### src/rtl/br_resolve_unit_pkg.sv
// Shared types for the execute-stage branch resolver: bus widths, branch op codes,
// predictor counter states and the resolver FSM states.
package br_resolve_unit_pkg;

    localparam int BRESULT_WD       = 68;
    localparam int BPU_TO_DS_BUS_WD = 36;

    typedef enum logic [3:0] {
        BR_NONE   = 4'd0,
        BR_BEQ    = 4'd1,
        BR_BNE    = 4'd2,
        BR_BGEZ   = 4'd3,
        BR_BGTZ   = 4'd4,
        BR_BLEZ   = 4'd5,
        BR_BLTZ   = 4'd6,
        BR_BGEZAL = 4'd7,
        BR_BLTZAL = 4'd8,
        BR_J      = 4'd9,
        BR_JAL    = 4'd10,
        BR_JR     = 4'd11,
        BR_JALR   = 4'd12
    } br_op_e;

    typedef enum logic [1:0] {
        CNT_WT  = 2'b00,
        CNT_ST  = 2'b01,
        CNT_WNT = 2'b10,
        CNT_SNT = 2'b11
    } cnt_state_e;

    typedef struct packed {
        logic        is_taken;
        logic [1:0]  count;
        logic        hit;
        logic [31:0] pred_target;
    } bpu_pred_t;

    typedef enum logic [1:0] {
        ST_IDLE    = 2'd0,
        ST_WAIT_DS = 2'd1,
        ST_SQUASH  = 2'd2
    } br_state_e;

endpackage

### src/rtl/br_resolve_unit_cond_eval.sv
// Combinational branch evaluation: taken decision, branch/jump target and the
// correct next fetch address (target if taken, otherwise past the delay slot).
module br_resolve_unit_cond_eval
    import br_resolve_unit_pkg::*;
(
    input  logic [31:0] i_pc,
    input  logic [3:0]  i_op,
    input  logic [31:0] i_rs,
    input  logic [31:0] i_rt,
    input  logic [15:0] i_imm16,
    input  logic [25:0] i_instr_index,
    output logic        o_taken,
    output logic [31:0] o_target,
    output logic [31:0] o_next_pc
);

    logic [31:0] w_pc_plus4;
    logic [31:0] w_br_target;
    logic [31:0] w_j_target;
    logic        w_rs_zero;

    assign w_pc_plus4  = i_pc + 32'd4;
    assign w_br_target = w_pc_plus4 + {{14{i_imm16[15]}}, i_imm16, 2'b00};
    assign w_j_target  = {w_pc_plus4[31:28], i_instr_index, 2'b00};
    assign w_rs_zero   = (i_rs == 32'd0);

    always_comb begin
        o_taken  = 1'b0;
        o_target = w_br_target;
        case (i_op)
            BR_BEQ:              o_taken = (i_rs == i_rt);
            BR_BNE:              o_taken = (i_rs != i_rt);
            BR_BGEZ, BR_BGEZAL:  o_taken = ~i_rs[31];
            BR_BGTZ:             o_taken = ~i_rs[31] & ~w_rs_zero;
            BR_BLEZ:             o_taken = i_rs[31] | w_rs_zero;
            BR_BLTZ, BR_BLTZAL:  o_taken = i_rs[31];
            BR_J, BR_JAL: begin
                o_taken  = 1'b1;
                o_target = w_j_target;
            end
            BR_JR, BR_JALR: begin
                o_taken  = 1'b1;
                o_target = i_rs;
            end
            default: begin
                o_taken  = 1'b0;
                o_target = w_br_target;
            end
        endcase
    end

    assign o_next_pc = o_taken ? o_target : (i_pc + 32'd8);

endmodule

### src/rtl/br_resolve_unit.sv
// Execute-stage branch resolver: produces the registered BResult predictor update,
// redirects fetch on mispredict and squashes wrong-path work until the target arrives.
module br_resolve_unit
    import br_resolve_unit_pkg::*;
#(
    parameter int         CNT_WIDTH  = 32,
    parameter logic [1:0] INIT_COUNT = CNT_WNT
) (
    input  logic                        clk,
    input  logic                        resetn,
    input  logic                        es_valid,
    input  logic                        es_fire,
    input  logic [31:0]                 es_pc,
    input  logic [3:0]                  es_br_op,
    input  logic [31:0]                 es_rs_value,
    input  logic [31:0]                 es_rt_value,
    input  logic [15:0]                 es_imm16,
    input  logic [25:0]                 es_instr_index,
    input  logic [BPU_TO_DS_BUS_WD-1:0] es_pred_bus,
    input  logic                        ws_flush,
    input  logic                        fs_redirect_ack,
    output logic [BRESULT_WD-1:0]       BResult,
    output logic                        br_redirect,
    output logic [31:0]                 br_redirect_target,
    output logic                        es_squash,
    output logic [CNT_WIDTH-1:0]        perf_br_cnt,
    output logic [CNT_WIDTH-1:0]        perf_mis_cnt
);

    bpu_pred_t             w_pred;
    logic                  w_taken;
    logic [31:0]           w_target;
    logic [31:0]           w_next_pc;
    logic                  w_fire;
    logic                  w_squash;
    logic                  w_is_branch;
    logic                  w_mispredict;
    logic                  w_mis_count;
    logic [1:0]            w_old_count;
    br_state_e             r_state;
    br_state_e             w_state_nxt;
    logic                  r_redirect_pending;
    logic [31:0]           r_red_tgt;
    logic [BRESULT_WD-1:0] r_bresult;
    logic [CNT_WIDTH-1:0]  r_br_cnt;
    logic [CNT_WIDTH-1:0]  r_mis_cnt;

    br_resolve_unit_cond_eval u_cond_eval (
        .i_pc          (es_pc),
        .i_op          (es_br_op),
        .i_rs          (es_rs_value),
        .i_rt          (es_rt_value),
        .i_imm16       (es_imm16),
        .i_instr_index (es_instr_index),
        .o_taken       (w_taken),
        .o_target      (w_target),
        .o_next_pc     (w_next_pc)
    );

    assign w_pred      = es_pred_bus;
    assign w_fire      = es_fire & es_valid;
    assign w_squash    = (r_state == ST_SQUASH) & es_valid & (es_pc != r_red_tgt);
    assign w_is_branch = w_fire & (es_br_op != 4'd0) & ~w_squash & ~ws_flush;
    assign w_old_count = w_pred.hit ? w_pred.count : INIT_COUNT;

    assign w_mispredict = (~w_pred.hit & w_taken)
                        | (w_pred.hit & (w_pred.is_taken != w_taken))
                        | (w_pred.hit & w_taken & (w_pred.pred_target != w_target));

    // A branch sitting in a delay slot cannot start a second redirect.
    assign w_mis_count = w_is_branch & w_mispredict & (r_state != ST_WAIT_DS);

    always_ff @(posedge clk or negedge resetn) begin
        if (!resetn) begin
            r_state <= ST_IDLE;
        end else begin
            r_state <= w_state_nxt;
        end
    end

    always_comb begin
        w_state_nxt = r_state;
        case (r_state)
            ST_IDLE: begin
                if (w_mis_count) w_state_nxt = ST_WAIT_DS;
            end
            ST_WAIT_DS: begin
                if (w_fire) w_state_nxt = ST_SQUASH;
            end
            ST_SQUASH: begin
                if (w_fire && !w_squash) w_state_nxt = w_mis_count ? ST_WAIT_DS : ST_IDLE;
            end
            default: w_state_nxt = ST_IDLE;
        endcase
        if (ws_flush) w_state_nxt = ST_IDLE;
    end

    always_ff @(posedge clk or negedge resetn) begin
        if (!resetn) begin
            r_redirect_pending <= 1'b0;
            r_red_tgt          <= 32'd0;
        end else if (w_mis_count) begin
            r_redirect_pending <= 1'b1;
            r_red_tgt          <= w_next_pc;
        end else if (ws_flush || fs_redirect_ack) begin
            r_redirect_pending <= 1'b0;
        end
    end

    always_ff @(posedge clk or negedge resetn) begin
        if (!resetn) begin
            r_bresult <= '0;
        end else if (w_is_branch) begin
            r_bresult <= {es_pc, w_old_count, 1'b1, w_taken, w_target};
        end else begin
            r_bresult <= '0;
        end
    end

    always_ff @(posedge clk or negedge resetn) begin
        if (!resetn) begin
            r_br_cnt  <= '0;
            r_mis_cnt <= '0;
        end else begin
            if (w_is_branch && (r_br_cnt != '1)) r_br_cnt <= r_br_cnt + CNT_WIDTH'(1);
            if (w_mis_count && (r_mis_cnt != '1)) r_mis_cnt <= r_mis_cnt + CNT_WIDTH'(1);
        end
    end

    assign BResult            = r_bresult;
    assign br_redirect        = r_redirect_pending;
    assign br_redirect_target = r_red_tgt;
    assign es_squash          = w_squash;
    assign perf_br_cnt        = r_br_cnt;
    assign perf_mis_cnt       = r_mis_cnt;

endmodule

### config.mk
export PLATFORM = sky130hd
export DESIGN_NAME = br_resolve_unit
export DESIGN_NICKNAME = d
export VERILOG_FILES = /design/src/rtl/br_resolve_unit_pkg.sv /design/src/rtl/br_resolve_unit_cond_eval.sv /design/src/rtl/br_resolve_unit.sv
export SDC_FILE = /design/constraint.sdc
export NUM_CORES = 1
export LEC_CHECK = 0
export CORE_MARGIN = 5
export CORE_UTILIZATION = 35
export CTS_BUF_LIST = sky130_fd_sc_hd__clkbuf_2
export CTS_CLUSTER_DIAMETER = 50
export DETAILED_ROUTE_END_ITERATION = 10
export MAX_ROUTING_LAYER = met4
export PLACE_DENSITY = 0.7
export SLEW_MARGIN = 20
export SYNTH_ARGS = -nofsm -noshare
export SYNTH_HDL_FRONTEND = slang
export SYNTH_SLANG_ARGS = --single-unit
export TNS_END_PERCENT = 5
### constraint.sdc
create_clock -name clk -period 4.55 [get_ports clk]
set_clock_uncertainty 0.2 [all_clocks]
set_input_delay 0.455 -clock clk [delete_from_list [all_inputs] [get_ports clk]]
set_output_delay 0.455 -clock clk [all_outputs]
set_load 0.02 [all_outputs]
==> run summary <==
DRT iter0 DRCs -> 910
Netlist cell types -> 79
First-pass GRT wire length -> 75.9 mm
Power Dens Cells -> 256 mW/mm^2
Measured slew at the worst slew-check pin -> 0.990 ns
Pin count of the biggest net entering global routing -> 102
Final wirelength -> 51.0 mm
Overall global routing resource usage -> 27.4%
Crit path DAT -> 5.33 ns
Pleak -> 8.16 nW
Max_slew headroom -> 34.0%
Multi-input gate area -> 0.00750 mm^2
Fin util -> 56.6%
Vias per cell -> 5.23
Hold_ws -> 0.0821 ns
Clock Path Buffers -> 2
Cell area after synthesis -> 0.0117 mm^2
Critical path's largest stage delay -> 0.43 ns
IO Pins -> 350
CTS Buf Count -> 17
Crit Path Category -> input pin to flip-flop
Share of layout cells above drive strength 1 -> 24.1%
Hold Violations, Final -> 0
Hold path start -> fs_redirect_ack
I/O Buffers -> 349
Max Cap Viol -> 0
Remaining design rule violation count -> 0
Clk sinks -> 167
H-Tree Depth -> 4
Synth warnings -> 0
Final setup violation count -> 65
CTS Root Cell -> clkbuf_2
Violated checks -> negative setup slack
First-pass DRT Iterations -> 5
CP endpoint kind -> flip-flop
Die span in y -> 193 um
Final Cycle Share -> 107%
Gp weighted congestion -> 0.920
Fin area -> 0.0188 mm^2
Sequential cell area -> 0.00418 mm^2
Worst-Skew Late Latency -> 0.78 ns
Antenna Nets Post-Route -> 0
Max-slew violations -> 0
Post-Syn Nets -> 1554
WP data required -> 5.01 ns
Worst Setup SP -> es_pc[13]
Critical path startpoint category -> input pin
Fmax -> 205 MHz
Full die area -> 0.0373 mm^2
Most used cell, CP -> and3_4
Core Area -> 0.0333 mm^2
Area delta synth->final -> 60.7%
Fin nets -> 2185
Grt ovf -> 0
Register area share after synthesis -> 35.6%
FP Rows -> 67
Tmin final -> 4.87 ns
CTS clock-pin slew for the worst setup and hold paths -> 0.27 ns
Fill count -> 3032
Asr flop ratio synth -> 100%
Detailed-route via count -> 12702
DP HPWL -> 41.0 mm
Final setup margin -> -0.320 ns
Vias in the first global route -> 12758
Post-synth EDFFs -> 0
Reg2reg start -> br_redirect_target[5]
Width of the die -> 193 um
RSZ-0062 raised after global routing -> yes
Initial Util -> 35.2%
Fin Setup TNS -> -10.79 ns
Worst slack at placement -> -1.65 ns
CP max FO -> 8
Routed len/inst -> 21.0 um
CTS tree -> yes
Initial antenna violation count -> 2
Peak supply drop -> 0.165 mV
Seq cells post-synth -> 167
Synthesized instance count -> 1336
Status -> finished with violations
DP Area -> 0.0179 mm^2
Commonest register cell after synthesis -> dfrtp_1
Slowest-stage cell, CP -> or4_4
Worst hold path type -> input pin to flip-flop
Avg Cell Area, Syn -> 8.78 um^2
-- layout by cell type, fill, tap and decap left out, drive strengths merged, types with 4 or more instances in the layout --
master	count
a211o	5
a211oi	9
a21o	4
a21oi	48
a221oi	4
a222oi	6
a22o	6
a22oi	16
a31oi	7
a32oi	6
and2	44
and3	22
and4	6
buf	335
clkbuf	18
clkdlybuf4s50	334
clkinv	9
dfrtp	167
dlygate4sd2	4
dlygate4sd3	17
ha	33
inv	31
mux2	16
mux2i	11
nand2	140
nand2b	9
nand3	53
nand4	59
nor2	94
nor2b	6
nor3	32
nor4	30
o21a	12
o21ai	83
o31ai	5
or2	5
or3	11
or4	5
xnor2	150
xor2	77
-- layout make-up --
type | count | area share [%]
sequential | 167 | 22.2
timing repair buffer | 693 | 33.4
clock inverter | 14 | 0.551
inverter | 29 | 0.578
antenna | 2 | 0.0266
multi-input combinational | 1059 | 39.8
clock buffer | 18 | 0.478
tap | 448 | 2.97
-- flip-flops by register name, summed over array words and instances, names as in the netlist --
register / count
perf_br_cnt: 32
br_redirect_target: 32
BResult: 68
br_redirect: 1
r_state: 2
perf_mis_cnt: 32
-- power by group --
part	total, mW	leakage, nW	internal [mW]	switching [mW]
clock	0.736	0.117	0.149	0.587
combinational	2.28	5.81	1.13	1.16
sequential	1.81	2.23	1.64	0.172
total	4.83	8.16	2.91	1.92
-- path summary, 6_finish.rpt --
kind                               endpoint  slack (ns)  cells past startpoint
max                        perf_mis_cnt[11]       -0.32                     27
min                             br_redirect        0.08                      4
max reg2reg                perf_mis_cnt[11]        0.55                     14
min reg2reg                perf_mis_cnt[20]        0.31                      1
max in group asynchronous  perf_mis_cnt[16]        3.06                      3
min in group asynchronous   perf_br_cnt[14]        0.13                      2
-- logic make-up after synthesis --
logic type      share of synthesized area (%)
flops                                    35.6
xor+xnor                                 17.0
fa+ha+maj                                3.69
simple gates                             23.3
compound gates                           13.7
mux                                      2.48
buf+inv                                  4.23
-- through the flow --
stage | std cells | power (mW)
after floorplan | 1336 | 2.78
after global placement | 2355 | 4.01
after detailed placement | 2355 | 4.02
after CTS | 2423 | 4.81
after global routing | 2430 | 5.08
final | 2430 | 4.83
-- synth_stat cells (all sizes together), types with 4 or more instances --
| master | count | area [um^2] |
|---|---|---|
| a211o | 5 | 43.8 |
| a211oi | 9 | 77.6 |
| a21o | 4 | 30.0 |
| a21oi | 48 | 252 |
| a221oi | 4 | 41.3 |
| a222oi | 6 | 60.1 |
| a22o | 6 | 52.6 |
| a22oi | 16 | 120 |
| a31oi | 7 | 43.8 |
| a32oi | 6 | 52.6 |
| and2 | 44 | 275 |
| and3 | 22 | 143 |
| and4 | 6 | 52.6 |
| buf | 33 | 203 |
| clkbuf | 48 | 184 |
| dfrtp | 167 | 4180 |
| ha | 33 | 413 |
| inv | 29 | 109 |
| mux2 | 16 | 180 |
| mux2i | 11 | 110 |
| nand2 | 140 | 533 |
| nand2b | 9 | 56.3 |
| nand3 | 53 | 265 |
| nand4 | 59 | 375 |
| nor2 | 94 | 355 |
| nor2b | 6 | 37.5 |
| nor3 | 32 | 160 |
| nor4 | 30 | 219 |
| o21a | 12 | 90.1 |
| o21ai | 83 | 415 |
| o31ai | 5 | 47.5 |
| or2 | 5 | 31.3 |
| or3 | 11 | 68.8 |
| or4 | 5 | 41.3 |
| xnor2 | 150 | 1320 |
| xor2 | 77 | 674 |
-- critical path: cells and delay by family --
family / cells / cell delay, ns
AND/OR/NAND/NOR: 15 / 2.86
buffers and inverters: 5 / 0.67
AO/OA/AOI/OAI: 3 / 0.51
XOR/XNOR: 3 / 0.46
adder cells (fa/ha/maj): 1 / 0.36
-- per-layer routing --
layer  GRT usage [%]  wire length (um)  part of all wire, %
met5               -                 0                    0
met4            7.65              1450                  2.8
met3            3.26              2820                  5.5
met2            44.2             24700                   48
met1            36.6             22000                   43
-- what timing repair did --
item	4_1_cts	5_1_grt
hold endpoints to repair	118	0
hold buffers	17	0
resized for setup	91	54
gates cloned	3	0
buffers inserted	16	6
setup endpoints to repair	66	66
pin swaps	35	29
(Power assumes the default switching activity.)
